File: src/rtl/reservoir_readout.sv
// reservoir_readout
//   Linear readout for a spiking reservoir. It counts the spikes on each
//   neuron lane over a window of WIN enabled cycles. At window close it
//   snapshots the counts and runs a serial multiply-accumulate with the
//   programmable signed weights. The result is scaled by 1/WIN and clamped
//   to an unsigned Q6.10 prediction.
// Ports
//   clk       rising-edge clock
//   reset     synchronous, active-low reset
//   en        count enable; window counting pauses while low
//   spikes    one-cycle spike flags, neuron k on bit k
//   w_we      weight write strobe
//   w_addr    weight index (writes with w_addr >= N are ignored)
//   w_data    signed Q6.10 weight
//   y_hat     readout prediction, unsigned Q6.10, held between updates
//   y_valid   one-cycle pulse when y_hat is updated
//   win_done  one-cycle pulse at window close
module reservoir_readout #(
  parameter int N   = 10,
  parameter int WIN = 32,
  parameter int CW  = 6
) (
  input  logic         clk,
  input  logic         reset,
  input  logic         en,
  input  logic [N-1:0] spikes,
  input  logic         w_we,
  input  logic [3:0]   w_addr,
  input  logic [15:0]  w_data,
  output logic [15:0]  y_hat,
  output logic         y_valid,
  output logic         win_done
);

  localparam int WW = $clog2(WIN);
  localparam int IW = (N > 1) ? $clog2(N) : 1;

  localparam logic [1:0] S_COUNT = 2'd0;
  localparam logic [1:0] S_MAC   = 2'd1;
  localparam logic [1:0] S_OUT   = 2'd2;

  logic [1:0]          state;
  logic [WW-1:0]       wcnt;
  logic [CW-1:0]       cnt    [N];
  logic [CW-1:0]       snap   [N];
  logic signed [15:0]  weight [N];
  logic [IW-1:0]       idx;
  logic signed [25:0]  acc;
  logic signed [25:0]  prod;
  logic signed [25:0]  y_sh;
  logic [15:0]         y_sat;
  logic                win_close;

  // WIN is a power of two, so the last window slot is the all-ones count.
  assign win_close = en && (wcnt == '1);

  always_comb begin
    // The count is zero-extended to make it non-negative before the signed multiply.
    prod = 26'($signed({1'b0, snap[idx]})) * 26'(weight[idx]);
    y_sh = acc >>> WW;
    if (y_sh < 0)
      y_sat = '0;
    else if (y_sh > 26'sd65535)
      y_sat = '1;
    else
      y_sat = y_sh[15:0];
  end

  always_ff @(posedge clk) begin
    if (!reset) begin
      state    <= S_COUNT;
      wcnt     <= '0;
      idx      <= '0;
      acc      <= '0;
      y_hat    <= '0;
      y_valid  <= 1'b0;
      win_done <= 1'b0;
      for (int unsigned k = 0; k < N; k++) begin
        cnt[k]    <= '0;
        snap[k]   <= '0;
        weight[k] <= '0;
      end
    end else begin
      y_valid  <= 1'b0;
      win_done <= win_close;

      if (w_we && (32'(w_addr) < N))
        weight[w_addr] <= w_data;

      if (en)
        wcnt <= wcnt + WW'(1);

      // Counting runs in every state. The closing cycle's spike goes into the snapshot.
      for (int unsigned k = 0; k < N; k++) begin
        if (win_close) begin
          snap[k] <= cnt[k] + CW'(spikes[k]);
          cnt[k]  <= '0;
        end else if (en && spikes[k]) begin
          cnt[k] <= cnt[k] + CW'(1);
        end
      end

      case (state)
        S_COUNT: begin
          if (win_close) begin
            state <= S_MAC;
            idx   <= '0;
            acc   <= '0;
          end
        end
        S_MAC: begin
          acc <= acc + prod;
          if (idx == IW'(N - 1))
            state <= S_OUT;
          else
            idx <= idx + IW'(1);
        end
        S_OUT: begin
          y_hat   <= y_sat;
          y_valid <= 1'b1;
          state   <= S_COUNT;
        end
        default: state <= S_COUNT;
      endcase
    end
  end

endmodule

File: config.mk
export PLATFORM = sky130hd
export DESIGN_NAME = reservoir_readout
export DESIGN_NICKNAME = d
export VERILOG_FILES = /design/src/rtl/reservoir_readout.sv
export SDC_FILE = /design/constraint.sdc
export NUM_CORES = 1
export LEC_CHECK = 0
export ABC_AREA = 0
export CORE_MARGIN = 1.5
export CORE_UTILIZATION = 57
export DETAILED_ROUTE_END_ITERATION = 16
export GPL_ROUTABILITY_DRIVEN = 0
export GPL_TIMING_DRIVEN = 0
export PLACE_DENSITY = 0.77
export SLEW_MARGIN = 20
export SYNTH_ARGS = -nofsm -noshare
export SYNTH_HDL_FRONTEND = slang
export SYNTH_SLANG_ARGS = --single-unit
File: constraint.sdc
create_clock -name clk -period 6.2 [get_ports clk]
set_clock_uncertainty 0.15 [all_clocks]
set_input_delay 0.62 -clock clk [delete_from_list [all_inputs] [get_ports clk]]
set_output_delay 0.62 -clock clk [all_outputs]
set_load 0.005 [all_outputs]
# Word-level counts from Yosys, hierarchy flattened
# Memories as Yosys holds them, arrays and structs flattened. A register that Yosys moved wholly into a read port is not among the register bits.
# Cells that the tools add are included.
# op_classes
mux	95
n_eq_ne	7
shifts	0
multipliers	1
n_bitwise	30
div	0
addsub	23
reduce_logical	18
order_cmp	3
# op_table
operator	n
6-bit two-way mux	30
6-bit by 1-bit adder with 6-bit output	10
6-bit by 1-bit adder with 6-bit output, second input constant	10
26-bit one-hot mux with 2 select lines	1
1-bit two-way mux	49
16-bit two-way mux	3
1-bit OR	30
4-bit two-way mux	7
26-bit by 23-bit adder with 26-bit output	1
26-bit two-way mux	1
7-bit by 16-bit multiplier with 23-bit output	1
21-bit by 17-bit greater-than comparator with 1-bit output, second input constant	1
21-bit by 1-bit less-than comparator with 1-bit output, second input constant	1
16-bit OR reduction	1
1-bit logical AND	12
4-bit one-hot mux with 2 select lines	1
2-bit inequality test, second input constant	3
5-bit by 1-bit adder with 5-bit output, second input constant	1
5-bit == test, second input constant	1
4-bit by 1-bit adder with 4-bit output, second input constant	1
4-bit == test, second input constant	1
4-bit less-than comparator, second input constant	1
2-bit two-way mux	2
2-bit one-hot mux with 2 select lines	1
other kinds (6)	7
# totals
wordCells	187
output_inout_bits	18
mem_count	3
ff_bits	55
input_bits	34
latchBits	0
rom_bits	0
ramBits	280
# memory_table
memory	words	width	read_ports	rd_ports_with_merged_regs	write_ports	line	text
weight	10	16	1	1	10	46	logic signed [15:0] weight [N];
cnt	10	6	10	0	10	44	logic [CW-1:0] cnt [N];
snap	10	6	1	1	10	45	logic [CW-1:0] snap [N];

# Logic depth before layout (Yosys ltp)
# Gate-level depths: netlist of the first run.
# logic_depth
ltp_word	7
depth_mapped	28
depth_no_buf	23

# Worst setup path after synthesis of the first run
# Ideal clock, no wire load.
# synth_path
path_type	reg2reg
startpoint	register with a tool-made name
endpoint	register acc[24]
path_stages_with_launch	24
path_slack_ns	0.096
n_path_buf	1
arrival_time_ns	5.826
period_less_slack_ns	6.104
required_ns	5.922
cell_sequence	dfxtp_1 buf_6 mux4_2 mux2_2 o21ai_0 nand2b_1 inv_1 fa_1 inv_1 fa_1 inv_1 fa_1 inv_1 fa_1 inv_1 ha_1 a21o_1 a21o_1 a211o_1 a211o_1 a21oi_1 o21ai_0 xnor2_1 o21ai_0
# synth_lines
item	line	text
to (signal assigned)	112	acc <= acc + prod;
to (decl)	48	logic signed [25:0] acc;

==> impl_metrics.py, run 1 <==
metrics = {
    "route": {
        "drtPass1Iterations": 5,
        "wl_mm": 54.68,
        "vias": 15701,
        "drtAntennaViolNets": 0,
        "drt_iter0_drc": 1374,
        "drc": 0,
        "vias_per_cell": 5.703,
        "wl_per_cell_um": 19.86,
    },
    "worst_setup_path": {
        "reg2reg_depth": 26,
        "critPathMaxFanout": 6,
        "endpoint_kind": "flip-flop",
        "rr_endpoint": "acc[25]",
        "worstPathArrival_ns": 6.61,
        "required_ns": 6.49,
        "rrSetupSlack_ns": -0.12,
        "crit_type": "flip-flop to flip-flop",
        "startpoint_type": "flip-flop",
    },
    "yosys": {
        "syn-cell-area_mm2": 0.02367,
        "synth-compound-area-share_pct": 4.403,
        "synth_warnings": 0,
        "ys_seq_area_share_pct": 52.69,
        "synthMuxAreaShare_pct": 9.572,
        "ys_types": 65,
        "synth_top_family_by_area": "adder cells",
        "synth_seq_cells": 435,
        "avgSynthCellArea_um2": 12.29,
        "synth_adder_area_share_pct": 12.85,
        "synth_edf_count": 376,
        "async_flop_share_pct": 0,
        "synth_ff_type": "edfxtp_1",
        "yosys.area_share.simple_pct": 11.55,
        "synth_xor_xnor_area_share_pct": 3.811,
        "synth_cells": 1926,
    },
    "floorplan": {
        "pin_count": 52,
        "design.core.area_mm2": 0.04092,
        "fp.dieW_um": 206.8,
        "die_area_mm2": 0.04276,
        "start_util_pct": 57.84,
        "die_h_um": 206.8,
        "rows": 74,
    },
    "min_path": {
        "hold_class": "primary input to flip-flop",
        "min_to": "wcnt[0]",
        "hold_start": "en",
        "hold_depth": 3,
    },
    "global_routing": {
        "grt-ovfl-total": 0,
        "grt_max_degree": 61,
        "antenna_found_initial": 0,
        "grt.total_usage_pct": 26.14,
        "grt_pass1_vias": 16157,
        "grt_first_pass_wirelength_mm": 84.32,
    },
    "pwr": {
        "p_leak_nw": 10.68,
        "seqPwrFrac_pct": 47.3,
        "power.density_mw_per_mm2": 255.3,
        "p_int_mw": 5.277,
        "vdd_drop_max_uv": 246.8,
        "p_clk_share_pct": 35.8,
        "p_total_mw": 7.153,
        "p_comb_share_pct": 16.9,
        "power_switching_mw": 1.875,
        "p_sw_share_pct": 26.22,
    },
    "cts": {
        "clockBufferDepth": 3,
        "cts-root-buf": "clkbuf_16",
        "clock_latency_ns": 0.59,
        "hold_buffers": 0,
        "path_clk_slew_ns": 0.06,
        "cts_buffers": 44,
        "cts.sinks": 435,
        "cts_tree": "yes",
        "ctsHtreeMaxLevel": 2,
    },
    "sta": {
        "hold_viol": 0,
        "worst_hold_slack_ns": 0.3191,
        "fin_crit_sh_pct": 102.0,
        "final-setup-viol-count": 4,
        "worst_pin_slew_ns": 1.094,
        "setup_ws_ns": -0.1221,
        "fin_crit_ns": 6.322,
        "rsz0062_at_grt": "true",
        "max_freq_mhz": 158.2,
        "max_slew_margin_pct": 26.92,
        "slew_violations": 0,
    },
    "placement": {
        "dpl.hpwl_mm": 36.87,
        "pre_cts_ws_ns": -1.191,
        "port-buffer-count": 49,
    },
    "finish": {
        "num_antenna_cells": 0,
        "nNetsFinal": 2405,
        "area_growth_pct": 18.37,
        "drive_above_1_share_pct": 16.75,
    },
    "status": {
        "failed_checks": "negative setup slack",
        "status": "finished, violations left",
    },
    "run": {
        "drv_cap": 0,
    },
}
==> how the worst max path moves through the flow <==
stage               endpoint  slack [ns]  depth (start not counted)
floorplan            acc[24]         0.1                         23
global placement     acc[25]       -1.05                         24
detailed placement   acc[25]       -1.19                         24
CTS                  acc[19]       -0.07                         27
global route         acc[25]       -0.27                         25
finish               acc[25]       -0.12                         26
==> layer usage <==
layer,up-vias,GRT usage (%),routed length (µm)
met5,-,0,0
met4,0,11.43,2444
met3,150,3.846,3934
met2,657,45.23,27530
met1,7801,32.91,20770
li1,7093,-,-
==> what timing repair did <==
item                                    4_1_cts  5_1_grt
pin swaps                                    47       40
endpoints found under the setup margin       19       12
setup buffers                                41       29
resized for setup                           136       85
hold endpoints to repair                      0        0
gates cloned                                  3        2
==> sequential cells by signal (all words and copies together), names as in the netlist, named ones only <==
register	flops
y_valid	1
weight	256
win_done	1
cnt	60
acc	26
state	2
y_hat	16
idx	4
wcnt	5
snap	60
==> synth_stat cells (all sizes together), types with 49 or more instances <==
master  instances  area (µm²)
inv           193       724.4
o21ai          55       316.5
xor2           55       481.7
ha             88        1101
dfxtp          59        1181
mux4           76        1790
nand3          49       245.2
nand2         129       484.2
edfxtp        376       11290
fa             97        1942
clkbuf         55       220.2
nor2          355        1333
==> placed cells by master, fill, tap and decap left out, types with 21 or more instances in the layout <==
cell type / n
edfxtp_1: 376
nor2_1: 352
inv_1: 175
nand2_1: 121
conb_1: 96
fa_1: 95
ha_1: 71
buf_4: 67
mux4_2: 63
clkbuf_1: 59
dfxtp_1: 57
xor2_1: 55
nand3_1: 49
clkdlybuf4s50_1: 49
xnor2_1: 47
clkbuf_16: 45
a21oi_1: 35
and2_1: 24
o21ai_0: 21
==> area by class of cell <==
class / instances / area, µm²
repair buffers: 123 / 1186
multi-input cells: 1306 / 10990
flip-flops and latches: 435 / 12480
plain buffers: 82 / 591.8
inverters: 194 / 735.7
fillers: 2758 / 12900
clock inverters: 24 / 201.4
clock buffers: 57 / 1171
well taps: 532 / 665.6
==> stage by stage <==
step                utilization [%]  cells  setup TNS, ns  instance area, µm²
floorplan                         -   2021              0               24030
global placement              61.54   2602         -12.47               25180
detailed placement            61.54   2602         -15.25               25190
CTS                           67.19   2723        -0.1936               27500
global route                  68.47   2753         -1.388               28020
finish                        68.47   2753        -0.3665               28020
==> power groups by stage <==
| stage | clock [mW] | combinational [mW] | sequential (mW) |
|---|---|---|---|
| after floorplan | 0 | 0.712 | 3.42 |
| after global placement | 0 | 0.922 | 3.43 |
| after detailed placement | 0 | 0.942 | 3.44 |
| after CTS | 2.58 | 1.08 | 3.38 |
| after global routing | 2.68 | 1.34 | 3.40 |
| final | 2.56 | 1.21 | 3.38 |
==> cells by family after synthesis <==
family | count (synthesis)
adders and majority gates | 185
and+or+nand+nor | 642
muxes | 121
DFF | 435
other | 1
AOI/OAI and AO/OA | 159
buffers and inverters | 280
xor gates and xnor gates | 103
==> critical path, stage by stage, from the launching register on <==
cell and delay (ns):
dfxtp_4 0.36, buf_12 0.13, buf_6 0.11, buf_16 0.13
buf_12 0.14, buf_12 0.13, mux4_2 0.52, mux2i_1 0.20
nand2_1 0.12, o21ai_4 0.12, buf_4 0.18, nor2_1 0.06
fa_2 0.38, fa_1 0.52, inv_1 0.07, fa_1 0.52
fa_1 0.52, inv_1 0.07, ha_4 0.29, o211a_1 0.15
o21ai_2 0.08, a311oi_4 0.35, o311ai_4 0.14, a211oi_2 0.33
o21ai_2 0.15, a31oi_4 0.18, mux2i_1 0.09
Note: power is estimated with default switching activity, not from simulation.
==> run 2, diff against run 1 <==
Settings changed: SLEW_MARGIN 20 to 5.
==> run 2 against run 1 <==
Net effect:
- the run still ends with negative setup slack left
- cell area decreased by 0.23%
- fmax about the same
- critical endpoint unchanged
- clock-buffer cell count unchanged
- largest power group unchanged
- wire length decreased by 0.82%
- utilization decreased by 0.16 points
- sequential power about the same
==> impl_metrics.py, run 2 (synthesis results as in run 1) <==
metrics = {
    "run": {
        "drv_cap": 0,
    },
    "floorplan": {
        "die_h_um": 206.8,
        "start_util_pct": 57.84,
        "pin_count": 52,
        "design.core.area_mm2": 0.04092,
        "fp.dieW_um": 206.8,
        "die_area_mm2": 0.04276,
        "rows": 74,
    },
    "status": {
        "failed_checks": "negative setup slack",
        "status": "finished, violations left",
    },
    "finish": {
        "num_antenna_cells": 0,
        "layout_commonest_cell": "edfxtp_1",
        "largest_registers": "weight (256), cnt (60), snap (60)",
        "utilization_pct": 68.31,
        "drive_above_1_share_pct": 16.35,
        "nNetsFinal": 2409,
        "largest_reg_flops": 256,
        "top_register": "weight",
        "area_growth_pct": 18.10,
        "fillers": 2814,
        "final_cell_mix": "376 x edfxtp_1, 351 x nor2_1, 173 x inv_1",
    },
    "sta": {
        "worst_hold_slack_ns": 0.3181,
        "worst_pin_slew_ns": 1.066,
        "setup_ws_ns": -0.1245,
        "slew_violations": 0,
        "max_slew_margin_pct": 28.79,
        "rsz0062_at_grt": "true",
        "fin_crit_sh_pct": 102.0,
        "hold_viol": 0,
        "max_freq_mhz": 158.1,
        "final-setup-viol-count": 2,
        "fin_crit_ns": 6.325,
    },
    "min_path": {
        "hold_start": "en",
        "hold_depth": 3,
        "min_to": "wcnt[0]",
        "hold_class": "primary input to flip-flop",
    },
    "route": {
        "drt_iter0_drc": 1393,
        "drtAntennaViolNets": 0,
        "met1_length_mm": 20.45,
        "vias": 15504,
        "met2WireLength_mm": 27.62,
        "wl_per_cell_um": 19.71,
        "routed.top_layer": "met4",
        "vias_per_cell": 5.634,
        "wl_mm": 54.23,
        "drtPass1Iterations": 5,
        "drc": 0,
        "wl_met3_mm": 4.118,
    },
    "placement": {
        "port-buffer-count": 49,
        "dpl.hpwl_mm": 36.83,
    },
    "cts": {
        "ctsHtreeMaxLevel": 2,
        "cts.sinks": 435,
        "cts-root-buf": "clkbuf_16",
        "clock_latency_ns": 0.58,
        "cts_buffers": 44,
        "path_clk_slew_ns": 0.06,
        "cts_tree": "yes",
        "clockBufferDepth": 3,
    },
    "worst_setup_path": {
        "worstPathArrival_ns": 6.61,
        "endpoint_kind": "flip-flop",
        "required_ns": 6.49,
        "startpoint_type": "flip-flop",
        "critPathMaxFanout": 8,
        "reg2reg_depth": 25,
        "crit_type": "flip-flop to flip-flop",
        "rrSetupSlack_ns": -0.12,
        "rr_endpoint": "acc[25]",
    },
    "global_routing": {
        "antenna_found_initial": 0,
        "grt_pass1_vias": 16206,
        "grt.total_usage_pct": 26.31,
        "grt-ovfl-total": 0,
        "grt_first_pass_wirelength_mm": 85.05,
        "grt_max_degree": 41,
    },
    "pwr": {
        "p_leak_nw": 10.66,
        "vdd_drop_max_uv": 226.7,
        "power.density_mw_per_mm2": 255.4,
        "p_total_mw": 7.140,
    },
}
==> run 2: changes by cell type in the layout (fill, tap and decap cells not counted), moves of 3 or more <==
cell     previous run  this run
o21ai_2            13         8
o21ai_0            21        24
buf_6              15        11
inv_2              15        18
buf_12             11        15
buf_4              67        73
==> run 2: power by group <==
group          internal [mW]  switching (mW)  total [mW]
clock                   1.47            1.10        2.57
combinational          0.519           0.671        1.19
sequential              3.33          0.0573        3.38
total                   5.31            1.83        7.14
==> run 2: worst max-delay path by stage <==
| stage | startpoint | end | slack (ns) | depth (start not counted) |
|---|---|---|---|---|
| 2_1_floorplan | flip-flop | acc[24] | 0.1 | 23 |
| 3_3_place_gp | flip-flop | acc[25] | -1.05 | 24 |
| 3_5_place_dp | flip-flop | acc[20] | -1.19 | 24 |
| 4_1_cts | flip-flop | acc[25] | -0.008 | 23 |
| 5_1_grt | flip-flop | acc[25] | -0.31 | 25 |
| 6_report | flip-flop | acc[25] | -0.12 | 25 |
==> run 2: repair_timing <==
item	CTS	global route
setup endpoints to repair	19	11
cloned	4	0
hold buffers	0	0
setup buffers	51	24
pin swaps	47	65
resized for setup	145	57
hold endpoints to repair	0	0
==> run 2: per-stage QoR <==
stage          setup TNS, ns  instance area (µm²)  cells  worst slack, ns
2_1_floorplan              0                24030   2021          0.09597
3_3_place_gp          -12.47                25180   2602           -1.048
3_5_place_dp          -15.14                25200   2603           -1.185
4_1_cts            -0.007544                27600   2731        -0.007544
5_1_grt               -1.949                27960   2752          -0.3092
6_report             -0.1926                27960   2752          -0.1245
==> run 2: cell type report <==
cell class	count	area [µm²]	share of cell area, %
Tap cell	532	665.6	2.381
Clock inverter	19	180.2	0.6445
Clock buffer	57	1181	4.225
Multi-Input combinational cell	1306	10910	39.01
Buffer	81	565.5	2.023
Inverter	194	733.2	2.623
Sequential cell	435	12480	44.63
Timing Repair Buffer	128	1247	4.462
==> run 2: per-layer routing <==
metal	vias up	track usage [%]
met5	-	0
met4	0	10.97
met3	130	4.301
met2	596	45.45
met1	7678	33.12
li1	7100	-
==> run 2: critical path: stages, from the launching register on <==
cell	delay (ns)
dfxtp_4	0.37
buf_12	0.13
buf_12	0.11
buf_12	0.15
buf_16	0.15
mux4_2	0.55
mux2i_4	0.20
nand2_1	0.10
o21a_1	0.19
nand2_2	0.10
fa_1	0.46
fa_1	0.56
inv_2	0.05
fa_1	0.53
inv_2	0.04
fa_2	0.52
inv_2	0.04
ha_4	0.25
o211a_1	0.12
o21ai_2	0.09
a311oi_4	0.16
o311ai_4	0.35
a211oi_2	0.14
or3_4	0.42
a31oi_4	0.17
mux2i_1	0.09
